`config.mk`:
```
export PLATFORM = sky130hd
export DESIGN_NAME = legv8_multicycle_controller
export DESIGN_NICKNAME = d
export VERILOG_FILES = /design/src/rtl/legv8_multicycle_controller.sv
export SDC_FILE = /design/constraint.sdc
export NUM_CORES = 1
export LEC_CHECK = 0
export ABC_AREA = 0
export CAP_MARGIN = 10
export CORE_MARGIN = 2
export CORE_UTILIZATION = 62
export DETAILED_ROUTE_END_ITERATION = 16
export DONT_BUFFER_PORTS = 1
export PLACE_DENSITY = 0.84
export SLEW_MARGIN = 15
export SYNTH_ARGS = -nofsm -noshare
export SYNTH_HDL_FRONTEND = slang
export SYNTH_SLANG_ARGS = --single-unit
```
`constraint.sdc`:
```
create_clock -name clock -period 2.8 [get_ports clock]
set_input_delay 0.42 -clock clock [delete_from_list [all_inputs] [get_ports clock]]
set_output_delay 0.42 -clock clock [all_outputs]
set_load 0.01 [all_outputs]
```
`src/rtl/legv8_multicycle_controller.sv`:
```
// legv8_multicycle_controller
// Multi-cycle sequencer for the LEGv8 datapath. Each cycle it presents a
// registered 34-bit control word and a 64-bit extended immediate.
// Every instruction is fetched into IR and decoded, then runs 1-3 execute
// micro-ops before the PC advances.
//
// Optional feature, macro WARTHOG_MEM_WAIT_EN:
//   When defined, S_FETCH and S_MEM hold their control word until mem_ready=1.
//   The datapath must then qualify its write enables with mem_ready.
//   When undefined, mem_ready is ignored and memory is single-cycle.
//
// Handshake: there is none in the valid/ready sense. mem_ready is a level
// completion strobe. Under the macro, the state advances on the first rising
// edge at which mem_ready=1 while in S_FETCH or S_MEM.
//
// The control word is computed from next_state and then registered, so it is
// valid for the whole cycle in which that state is current.

module legv8_multicycle_controller #(
   parameter int RESET_VECTOR_SEL = 0,
   parameter int Z_BIT            = 0
) (
   input  logic        clock,
   input  logic        reset,
   input  logic        run,
   input  logic [31:0] IR_out,
   input  logic [4:0]  status,
   input  logic        mem_ready,
   output logic [33:0] ControlWord,
   output logic [63:0] constant,
   output logic [3:0]  state,
   output logic        halted,
   output logic        illegal
);

   typedef enum logic [3:0] {
      S_IDLE   = 4'd0,
      S_FETCH  = 4'd1,
      S_DECODE = 4'd2,
      S_EXEC   = 4'd3,
      S_MEM    = 4'd4,
      S_CBTEST = 4'd5,
      S_CBBR   = 4'd6,
      S_PCINC  = 4'd7,
      S_HALT   = 4'd8
   } state_t;

   typedef enum logic [2:0] {
      K_RTYPE, K_ITYPE, K_LOAD, K_STORE, K_B, K_CBZ, K_BAD
   } kind_t;

   typedef struct packed {
      logic       pc_addr;
      logic       mem_oe;
      logic       mem_cs;
      logic [1:0] pc_sel;
      logic       pc_ld;
      logic       b_sel;
      logic       ir_ld;
      logic       status_ld;
      logic [4:0] fs;
      logic       c0;
      logic [1:0] fixed;
      logic       mem_we;
      logic       reg_we;
      logic [4:0] da;
      logic [4:0] sa;
      logic [4:0] sb;
   } cw_t;

   localparam logic [4:0] FS_AND = 5'b00000;
   localparam logic [4:0] FS_ORR = 5'b00100;
   localparam logic [4:0] FS_ADD = 5'b01000;
   localparam logic [4:0] FS_SUB = 5'b01001;

   localparam cw_t NOP_WORD = '{fixed: 2'b11, default: '0};
   // Reset-vector load: PC <- input bus with SA=31.
   localparam cw_t VEC_WORD = '{fixed: 2'b11, pc_sel: 2'b10, pc_ld: 1'b1,
                                sa: 5'd31, default: '0};

   state_t      state_q, next_state;
   cw_t         cw_q, cw_n;
   logic [63:0] const_q, const_n;
   logic        z_q, z_n;
   logic        illegal_q, illegal_n;
   logic        halted_q;

   kind_t       kind;
   logic [4:0]  dec_fs;
   logic        dec_c0;
   logic [63:0] dec_const;
   logic        mem_go;
   logic        unused_ok;

   logic [4:0] rd, rn, rm;
   assign rd = IR_out[4:0];
   assign rn = IR_out[9:5];
   assign rm = IR_out[20:16];

`ifdef WARTHOG_MEM_WAIT_EN
   assign mem_go = mem_ready;
`else
   assign mem_go = 1'b1;
`endif

   // Only the zero flag of status is consumed; mem_ready is idle by default.
   assign unused_ok = &{1'b0, status, mem_ready};

   // Opcode classification, ALU function select and immediate extension.
   always_comb begin
      kind      = K_BAD;
      dec_fs    = FS_ADD;
      dec_c0    = 1'b0;
      dec_const = '0;
      if (IR_out[31:21] == 11'b10001011000) begin
         kind = K_RTYPE; dec_fs = FS_ADD;
      end else if (IR_out[31:21] == 11'b11001011000) begin
         kind = K_RTYPE; dec_fs = FS_SUB; dec_c0 = 1'b1;
      end else if (IR_out[31:21] == 11'b10001010000) begin
         kind = K_RTYPE; dec_fs = FS_AND;
      end else if (IR_out[31:21] == 11'b10101010000) begin
         kind = K_RTYPE; dec_fs = FS_ORR;
      end else if (IR_out[31:22] == 10'b1001000100) begin
         kind = K_ITYPE; dec_fs = FS_ADD;
         dec_const = {52'd0, IR_out[21:10]};
      end else if (IR_out[31:22] == 10'b1101000100) begin
         kind = K_ITYPE; dec_fs = FS_SUB; dec_c0 = 1'b1;
         dec_const = {52'd0, IR_out[21:10]};
      end else if (IR_out[31:21] == 11'b11111000010) begin
         kind = K_LOAD;
         dec_const = {{55{IR_out[20]}}, IR_out[20:12]};
      end else if (IR_out[31:21] == 11'b11111000000) begin
         kind = K_STORE;
         dec_const = {{55{IR_out[20]}}, IR_out[20:12]};
      end else if (IR_out[31:26] == 6'b000101) begin
         kind = K_B;
         dec_const = {{36{IR_out[25]}}, IR_out[25:0], 2'b00};
      end else if (IR_out[31:24] == 8'b10110100) begin
         kind = K_CBZ;
         dec_const = {{43{IR_out[23]}}, IR_out[23:5], 2'b00};
      end
   end

   // Next-state selection, then the control word for the state being entered.
   always_comb begin
      next_state = state_q;
      const_n    = const_q;
      z_n        = z_q;
      illegal_n  = illegal_q;
      cw_n       = NOP_WORD;

      case (state_q)
         S_IDLE:   if (run) next_state = S_FETCH;
         S_FETCH:  if (mem_go) next_state = S_DECODE;
         S_DECODE: begin
            const_n = dec_const;
            case (kind)
               K_RTYPE, K_ITYPE, K_B: next_state = S_EXEC;
               K_LOAD, K_STORE:       next_state = S_MEM;
               K_CBZ:                 next_state = S_CBTEST;
               default: begin
                  next_state = S_HALT;
                  illegal_n  = 1'b1;
               end
            endcase
         end
         S_EXEC:   next_state = (kind == K_B) ? S_FETCH : S_PCINC;
         S_MEM:    if (mem_go) next_state = S_PCINC;
         S_CBTEST: begin
            z_n        = status[Z_BIT];
            next_state = S_CBBR;
         end
         S_CBBR:   next_state = S_FETCH;
         S_PCINC:  next_state = run ? S_FETCH : S_IDLE;
         S_HALT:   next_state = S_HALT;
         default:  next_state = S_HALT;
      endcase

      case (next_state)
         S_FETCH: begin
            cw_n.pc_addr = 1'b1;
            cw_n.mem_oe  = 1'b1;
            cw_n.mem_cs  = 1'b1;
            cw_n.ir_ld   = 1'b1;
         end
         S_EXEC: begin
            if (kind == K_B) begin
               cw_n.pc_sel = 2'b11;
               cw_n.pc_ld  = 1'b1;
            end else begin
               cw_n.reg_we = 1'b1;
               cw_n.fs     = dec_fs;
               cw_n.c0     = dec_c0;
               cw_n.da     = rd;
               cw_n.sa     = rn;
               cw_n.sb     = (kind == K_ITYPE) ? 5'd0 : rm;
               cw_n.b_sel  = (kind == K_ITYPE);
            end
         end
         S_MEM: begin
            cw_n.b_sel  = 1'b1;
            cw_n.fs     = FS_ADD;
            cw_n.sa     = rn;
            cw_n.mem_cs = 1'b1;
            if (kind == K_LOAD) begin
               cw_n.mem_oe = 1'b1;
               cw_n.reg_we = 1'b1;
               cw_n.da     = rd;
            end else begin
               cw_n.mem_we = 1'b1;
               cw_n.sb     = rd;
            end
         end
         S_CBTEST: begin
            cw_n.fs        = FS_ADD;
            cw_n.sa        = rd;
            cw_n.sb        = 5'd31;
            cw_n.status_ld = 1'b1;
         end
         S_CBBR: begin
            cw_n.pc_ld  = 1'b1;
            cw_n.pc_sel = z_n ? 2'b11 : 2'b01;
         end
         S_PCINC: begin
            cw_n.pc_sel = 2'b01;
            cw_n.pc_ld  = 1'b1;
         end
         default: cw_n = NOP_WORD;
      endcase
   end

   // State and registered outputs; reset overrides everything.
   always_ff @(posedge clock) begin
      if (!reset) begin
         state_q   <= S_IDLE;
         cw_q      <= (RESET_VECTOR_SEL != 0) ? VEC_WORD : NOP_WORD;
         const_q   <= '0;
         z_q       <= 1'b0;
         illegal_q <= 1'b0;
         halted_q  <= 1'b0;
      end else begin
         state_q   <= next_state;
         cw_q      <= cw_n;
         const_q   <= const_n;
         z_q       <= z_n;
         illegal_q <= illegal_n;
         halted_q  <= (next_state == S_HALT);
      end
   end

   assign ControlWord = cw_q;
   assign constant    = const_q;
   assign state       = state_q;
   assign halted      = halted_q;
   assign illegal     = illegal_q;

endmodule

```
==> impl_metrics.tcl, run 1 <==
set metrics [dict create \
    yosysWarnings 0 \
    hp-class "in2reg" \
    outcome "completed" \
    grt_use_met2_pct 43.2 \
    fin_crit_sh_pct 86.4 \
    seq_area_frac_synth_pct 41.6 \
    power_density_nw_per_um2 599 \
    r2r_start "state[3]" \
    drt_iter0_drc 237 \
    crit_chain "or4b_1, a21o_1, a311oi_4, a22oi_1, nor2_1" \
    setup_viol 0 \
    reg2reg_depth 5 \
    diodes 0 \
    core_area_sq_um 4690 \
    start_kind "register" \
    finalPower_mw 1.73 \
    hpwl_microns 5500 \
    cts-htree-levels 3 \
    cts.clk_slew.worst_paths_ps 70 \
    grt_max_degree 39 \
    pwr-share-clk_pct 39.6 \
    wl_per_cell_microns 21.6 \
    drive_gt1_share_pct 11.6 \
    slew_headroom_pct 29.3 \
    clock-sinks 62 \
    setup_tns_ps 0 \
    die_w_microns 73.4 \
    cts_setup_buffers 0 \
    mappedNetlistArea_sq_um 2990 \
    insertion_delay_ps 350 \
    crit_path_end_kind "register" \
    synth.distinct_cells 49 \
    grt_first_pass_wirelength_microns 11700 \
    cp.required_ps 3080 \
    drt-total-wl_microns 7680 \
    ys.flop_type "dfxtp_1" \
    finalMaxSlewViolations 0 \
    vias_per_cell 6.95 \
    syn_to_final_growth_pct -3.44 \
    grt_pass1_vias 2305 \
    maxCapViolCount 0 \
    p_leak_nw 0.932 \
    fin_skew_ps 12.2 \
    cpPeakStageDelay_ps 830 \
    async_flop_share_pct 0 \
    swShare_pct 25.9 \
    grt_most_used_layer "met2" \
    cts_root_buffer "clkbuf_8" \
    postSynthCellCount 338 \
    fp-row-count 25 \
    hp-start "IR_out[22]" \
    max_freq_mhz 413 \
    dieHeight_microns 73.4 \
    portBuffers 0 \
    post_cts_resized 0 \
    ant_nets 0 \
    crit_slowest_cell "or4b_1" \
    start_util_pct 63.6 \
    clockBufferDepth 2 \
    ys_ff_latch 62 \
    grtUsageMet3_pct 12.9 \
    crit_start "state[3]" \
    share_comb_of_total_power_pct 6.0 \
    use_met1_pct 35.0 \
    dr.pass1.iters 10 \
    vdd_drop_max_uv 298 \
    cts_tree "yes" \
    die_area_sq_um 5390 \
    ios 145 \
    drc 0 \
    p_switching_mw 0.447 \
    tightest_slew_ps 1060 \
    p_seq_share_pct 54.4 \
    r2r_slack_ps 380 \
    r2r_end "ControlWord[8]" \
    cts_buffers 9 \
    ctsHoldBuffers 0 \
    internal_power_mw 1.28 \
    grt-ovfl-total 0 \
    path_max_fanout 12 \
    path_class "reg2reg" \
    vias 2469 \
    critical_path.endpoint "ControlWord[8]" \
    rsz0062_at_grt "false" \
    finalNetCount 337 \
    synth-edff-count 0 \
    post-route-min-period_ps 2420 \
    avgSynthCellArea_sq_um 8.83 \
    hold_violations 0 \
    place_congestion 0.954 \
    critPathArrivalTime_ps 2700 \
    antenna_found_initial 0 \
    grt_use_total_pct 29.4 \
]
==> layer usage <==
metal  part of all wire [%]  vias up
met3                     15       28
met5                      0        -
met4                    3.2        0
li1                       -     1110
met2                     45      191
met1                     36     1140
==> cells in the mapped netlist (2+ instances only) <==
cell	count	area, sq um
a21oi_1	27	135
a221oi_1	3	26.3
a22oi_1	15	113
o21a_1	5	37.5
nor4b_1	3	26.3
o21ai_0	20	100
dfxtp_1	62	1240
or3_1	2	12.5
a221o_1	5	50.1
inv_1	2	7.51
nor3_1	6	30.0
and3_1	3	18.8
a311o_1	2	20.0
buf_2	5	25.0
and2_1	7	43.8
a31oi_1	4	25.0
buf_4	42	315
nor3b_1	2	15.0
buf_1	2	7.51
nor2_1	25	93.8
a21o_1	8	60.1
nand2_1	33	124
conb_1	2	7.51
nor4_1	3	18.8
nand3_1	6	30.0
and4bb_2	3	37.5
clkbuf_1	11	41.3
a222oi_1	6	60.1
buf_6	2	22.5
o211ai_1	3	22.5
==> how the worst min path moves through the flow <==
| stage | to | slack (ps) | cells past startpoint |
|---|---|---|---|
| global placement | constant[23] | 490 | 2 |
| finish | ControlWord[16] | 160 | 1 |
| global route | ControlWord[16] | 150 | 1 |
| detailed placement | constant[23] | 490 | 2 |
| CTS | ControlWord[16] | 140 | 1 |
| floorplan | constant[2] | 480 | 2 |
==> critical path, delay by kind of cell (launching register included) <==
kind | cells | cell delay (ps)
AO/OA/AOI/OAI | 3 | 970
flip-flops | 1 | 430
AND/OR/NAND/NOR | 2 | 940
==> state kept, by name, summed over array words and instances, names as in the netlist <==
| signal | count |
|---|---|
| ControlWord | 28 |
| constant | 28 |
| state | 4 |
| halted | 1 |
| illegal | 1 |
==> kinds of logic (layout without fill, tap and decap cells) <==
kind of cell / after synthesis / after routing / synth area share (%)
other: 2 / 4 / 0.252
AOI/OAI and AO/OA: 109 / 109 / 26.1
buffers and inverters: 64 / 25 / 14.0
and+or+nand+nor: 100 / 100 / 17.7
DFF: 62 / 62 / 41.6
muxes: 1 / 1 / 0.377
==> final cells by class <==
cell class                      count  area (sq um)
Sequential cell                    62          1240
Inverter                            2          7.51
Clock buffer                       11           141
Fill cell                         396          1810
Tap cell                           54          67.6
Multi-Input combinational cell    214          1340
Timing Repair Buffer                7          52.6
Clock inverter                      5          25.0
==> metrics by stage <==
step	area [sq um]	util (%)	cells	setup WS, ps	hold WS, ps
finish	2880	61.4	355	381	155
global placement	2720	57.9	339	499	491
detailed placement	2720	57.9	339	429	491
global route	2880	61.4	355	291	148
floorplan	2990	-	340	837	476
CTS	2880	61.4	355	411	144
==> cell usage in the layout (no fill, tap or decap), types with 4 or more instances in the layout <==
cell type and n:
and2_1 7, nor2_1 25, nand3_1 6, o21a_1 5, a21oi_1 27, a22oi_1 15
a31oi_1 4, nor3_1 5, clkinv_2 5, buf_4 7, a21o_1 8, a221o_1 5
o21ai_0 20, conb_1 4, dfxtp_1 61, nand2_1 33, clkbuf_8 10, a222oi_1 6
==> power by group through the flow <==
stage | sequential (mW) | combinational, mW | clock (mW)
6_report | 0.940 | 0.103 | 0.685
2_1_floorplan | 0.950 | 0.101 | 0
3_5_place_dp | 0.959 | 0.100 | 0
4_1_cts | 0.940 | 0.101 | 0.694
3_3_place_gp | 0.959 | 0.0977 | 0
5_1_grt | 0.943 | 0.114 | 0.734
Power figures use the tool's default switching activity.
==> inputs of run 2 (changes only) <==
--- a/config.mk
+++ b/config.mk
@@ -7,7 +7,7 @@
 export LEC_CHECK = 0
 export ABC_AREA = 0
 export CAP_MARGIN = 10
-export CORE_MARGIN = 2
+export CORE_MARGIN = 10
 export CORE_UTILIZATION = 62
 export DETAILED_ROUTE_END_ITERATION = 16
 export DONT_BUFFER_PORTS = 1
==> run 2 against run 1 <==
  * Count of clock-buffer cells in the layout decreased by 1
  * Total power increased by 4.8%
  * Non-clock buffer count unchanged
  * Hold slack got worse by 6.0 ps
  * Critical path depth decreased by 1
  * Flip-flop and latch count unchanged
  * Final cell count decreased by 0.28%
  * Fmax increased by 2.0%
  * Sequential share of layout area decreased by 0.32 points
  * Utilization increased by 0.45 points
  * Clock skew decreased by 1.8 ps
  * Critical endpoint is now ControlWord[14]
  * Setup slack improved by 47 ps
==> impl_metrics.tcl, run 2 (synthesized netlist as in run 1, its figures left out) <==
set metrics [dict create \
    core_area_sq_um 4690 \
    cts_tree "yes" \
    antenna_found_initial 0 \
    cts.clk_slew.worst_paths_ps 70 \
    crit_family "simple AND/OR/NAND/NOR gates" \
    maxCapViolCount 0 \
    drc 0 \
    syn_to_final_growth_pct -2.72 \
    grt_pass1_vias 2345 \
    hold_depth 1 \
    rsz0062_at_grt "false" \
    start_util_pct 63.6 \
    fin_skew_ps 10.4 \
    cts_buffers 9 \
    finalMaxSlewViolations 0 \
    cp.required_ps 3090 \
    clock-sinks 62 \
    vias 2462 \
    grt_max_degree 39 \
    dieHeight_microns 89.4 \
    drt-total-wl_microns 8500 \
    tightest_slew_ps 1070 \
    die_w_microns 89.4 \
    fp-row-count 25 \
    vias_per_cell 6.95 \
    setup_tns_ps 0 \
    r2r_end "ControlWord[14]" \
    hold_violations 0 \
    slew_headroom_pct 28.7 \
    drt_iter0_drc 432 \
    ctsHoldBuffers 0 \
    grt_use_total_pct 21.3 \
    p_leak_nw 0.941 \
    ant_nets 0 \
    path_max_fanout 10 \
    crit_slowest_cell "or4b_1" \
    worst-path-buf-inv 0 \
    critPathArrivalTime_ps 2660 \
    ios 145 \
    post-route-min-period_ps 2370 \
    max_freq_mhz 422 \
    crit_chain "or4b_1, a21o_1, a311oi_2, and2_1" \
    finalNetCount 337 \
    cpPeakStageDelay_ps 790 \
    power_density_nw_per_um2 623 \
    diodes 0 \
    hold_path_end "ControlWord[16]" \
    insertion_delay_ps 350 \
    r2r_slack_ps 430 \
    hp-class "in2reg" \
    r2r_start "state[3]" \
    hp-start "IR_out[22]" \
    fin_crit_sh_pct 84.7 \
    drive_gt1_share_pct 11.7 \
    cts-htree-levels 3 \
    outcome "completed" \
    post_cts_resized 0 \
    dr.pass1.iters 6 \
    vdd_drop_max_uv 378 \
    grt_first_pass_wirelength_microns 12800 \
    setup_viol 0 \
    hpwl_microns 6300 \
    layout_common_cells "61 x dfxtp_1, 33 x nand2_1, 27 x a21oi_1, 25 x nor2_1, 20 x o21ai_0" \
    reg2reg_depth 4 \
    die_area_sq_um 7990 \
    path_class "reg2reg" \
    clockBufferDepth 2 \
    crit_path_end_kind "register" \
    cts_root_buffer "clkbuf_8" \
    final_common_cell "dfxtp_1" \
    cts_setup_buffers 0 \
    start_kind "register" \
    portBuffers 0 \
    wl_per_cell_microns 24.0 \
    place_congestion 1.01 \
    grt-ovfl-total 0 \
    final_util_pct 61.9 \
]
-- run 2: cell count changes in the layout (fill, tap and decap cells not counted) --
cell,delta
bufinv_16,+1
clkbuf_1,-1
clkinv_2,-1
-- run 2: where the power goes --
group	total (mW)	switching [mW]	leakage, nW	internal (mW)
sequential	0.942	0.0366	0.502	0.906
clock	0.763	0.340	0.102	0.423
combinational	0.105	0.0667	0.337	0.0381
-- run 2: cell type report --
| type | count | area [sq um] |
|---|---|---|
| fill | 393 | 1790 |
| clock buffer | 10 | 138 |
| multi-input combinational | 214 | 1340 |
| timing repair buffer | 7 | 52.6 |
| tap | 54 | 67.6 |
| inverter | 2 | 7.51 |
| clock inverter | 5 | 50.0 |
| sequential | 62 | 1240 |
-- run 2: per-layer routing --
metal  up-vias  wire [microns]  track usage, %
met1      1160            3020            24.7
met2       181            3860            32.5
met4         0             165            8.24
met5         -               0               0
li1       1106               -               -
met3        15            1450            11.0
-- run 2: per-stage QoR --
step	std cells	power, mW	area (sq um)	hold WS, ps	setup WS [ps]
global route	354	1.86	2900	151	291
detailed placement	339	1.06	2720	498	456
global placement	339	1.06	2720	498	512
finish	354	1.81	2900	149	428
CTS	354	1.81	2900	146	435
floorplan	340	1.05	2990	476	837
-- run 2: worst max path at each step --
stage	startpoint	endpoint	slack, ps	cells past startpoint
detailed placement	state[3]	ControlWord[14]	460	4
finish	state[3]	ControlWord[14]	430	4
global placement	state[3]	ControlWord[5]	510	5
floorplan	state[3]	ControlWord[5]	840	8
global route	state[3]	ControlWord[8]	290	5
CTS	state[3]	ControlWord[12]	430	4
==> inputs of run 3 (changes only) <==
--- a/config.mk
+++ b/config.mk
@@ -8,10 +8,10 @@
 export ABC_AREA = 0
 export CAP_MARGIN = 10
 export CORE_MARGIN = 10
-export CORE_UTILIZATION = 62
+export CORE_UTILIZATION = 56
 export DETAILED_ROUTE_END_ITERATION = 16
 export DONT_BUFFER_PORTS = 1
-export PLACE_DENSITY = 0.84
+export PLACE_DENSITY = 0.8
 export SLEW_MARGIN = 15
 export SYNTH_ARGS = -nofsm -noshare
 export SYNTH_HDL_FRONTEND = slang
==> constraint.sdc (replaced) <==
create_clock -name clock -period 1.9 [get_ports clock]
set_input_delay 0.285 -clock clock [delete_from_list [all_inputs] [get_ports clock]]
set_output_delay 0.285 -clock clock [all_outputs]
set_load 0.01 [all_outputs]
==> run 3 against run 2 <==
  * Total power grew 56%
  * Combinational power grew 84%
  * Die area grew 8.3%
  * Critical path type unchanged
  * Final cell count grew 9.9%
  * Flip-flop and latch count is the same
==> impl_metrics.tcl, run 3 (synthesized netlist as in run 1, its figures left out) <==
set metrics [dict create \
    insertion_delay_ps 340 \
    dr.pass1.iters 5 \
    portBuffers 0 \
    cts_root_buffer "clkbuf_8" \
    vias_per_cell 6.46 \
    ios 145 \
    outcome "completed" \
    grt-ovfl-total 0 \
    clockBufferDepth 2 \
    wl_per_cell_microns 22.3 \
    grt_max_degree 38 \
    grt_use_total_pct 19.5 \
    p_leak_nw 1.06 \
    dieHeight_microns 93.0 \
    cts_setup_buffers 0 \
    vias 2513 \
    core_area_sq_um 5140 \
    crit_slowest_cell "or4b_4" \
    ant_nets 0 \
    die_w_microns 93.0 \
    start_kind "register" \
    hold_violations 0 \
    drive_gt1_share_pct 17.9 \
    grt_pass1_vias 2457 \
    hpwl_microns 6550 \
    nFillCells 462 \
    cts_tree "yes" \
    rsz0062_at_grt "false" \
    multi_input_area_sq_um 1380 \
    finalPower_mw 2.83 \
    finalMaxSlewViolations 0 \
    finalNetCount 355 \
    power_density_nw_per_um2 898 \
    crit_path_end_kind "register" \
    cts-htree-levels 3 \
    fp-row-count 26 \
    path_max_fanout 5 \
    place_congestion 0.949 \
    layout_common_cells "60 x dfxtp_1, 33 x nand2_1, 27 x a21oi_1, 25 x nor2_1, 23 x buf_4" \
    syn_to_final_growth_pct 5.45 \
    post-route-min-period_ps 1820 \
    die_area_sq_um 8650 \
    final_common_cell "dfxtp_1" \
    cts.clk_slew.worst_paths_ps 70 \
    vdd_drop_max_uv 540 \
    cts_buffers 9 \
    antenna_found_initial 0 \
    grt_first_pass_wirelength_microns 13200 \
    drt_iter0_drc 389 \
    drt-total-wl_microns 8660 \
    start_util_pct 58.1 \
    drc 0 \
    hp-class "in2reg" \
    seq_area_sq_um 1250 \
    max_freq_mhz 551 \
    final_util_pct 61.2 \
    crit_chain "or4b_4, a21o_4, a311oi_4, a22oi_1, nor2_1" \
    diodes 0 \
    path_class "reg2reg" \
    clock-sinks 62 \
    cp.required_ps 2170 \
    fin_skew_ps 11.3 \
    setup_viol 0 \
    fin_crit_sh_pct 95.6 \
    maxCapViolCount 0 \
    setup_tns_ps 0 \
    critPathArrivalTime_ps 2090 \
    cpPeakStageDelay_ps 560 \
]
## run 3: cell count changes in the layout (fill, tap and decap cells not counted), sizes merged
cell    delta
clkinv     -2
clkbuf     +2
buf       +18
bufinv     +1
## run 3: layout make-up
cell class / count / share of cell area, %
multi-input cells: 214 / 43.8
flip-flops and latches: 62 / 39.6
repair buffers: 25 / 6.76
clock buffers: 12 / 4.61
well taps: 70 / 2.78
clock inverters: 4 / 2.23
inverters: 2 / 0.238
## run 3: metal layers
layer	routed length, microns	part of all wire, %	vias to the layer above	global-route usage, %
met5	0	0	-	0
li1	-	-	1146	-
met1	3290	38	1178	22.3
met4	155	1.8	0	8.48
met2	3830	44	171	29.4
met3	1390	16	18	10.7
## run 3: path summary, 6_finish.rpt
check | start | to | slack [ps] | depth (start not counted)
setup / recovery | state[3] | ControlWord[5] | 80 | 5
hold / removal | IR_out[22] | ControlWord[16] | 30 | 1
setup reg to reg | state[3] | ControlWord[5] | 80 | 5
hold reg to reg | constant[21] | constant[21] | 500 | 2
## run 3: metrics by stage
step	area (sq um)	hold slack, ps	std cells	worst slack [ps]
2_1_floorplan	3010	375	340	6.63
3_3_place_gp	2910	383	373	84.7
3_5_place_dp	2910	387	373	55.7
4_1_cts	3120	27.8	389	32.8
5_1_grt	3150	30.1	389	3.29
6_report	3150	32.9	389	83.8
## run 3: critical path, delay by kind of cell (launching register included)
family | cells | cell delay, ps
AOI/OAI and AO/OA | 3 | 750
DFF | 1 | 320
and+or+nand+nor | 2 | 660
## run 3: timing repair
| item | 4_1_cts | 5_1_grt |
|---|---|---|
| gates resized for setup | 0 | 6 |
| endpoints found under the setup margin | 0 | 11 |
| hold buffers | 0 | 0 |
## run 3: where the power goes
group	internal, mW	total [mW]	switching (mW)
registers	1.34	1.37	0.0397
clock network	0.771	1.26	0.488
logic	0.0751	0.193	0.118
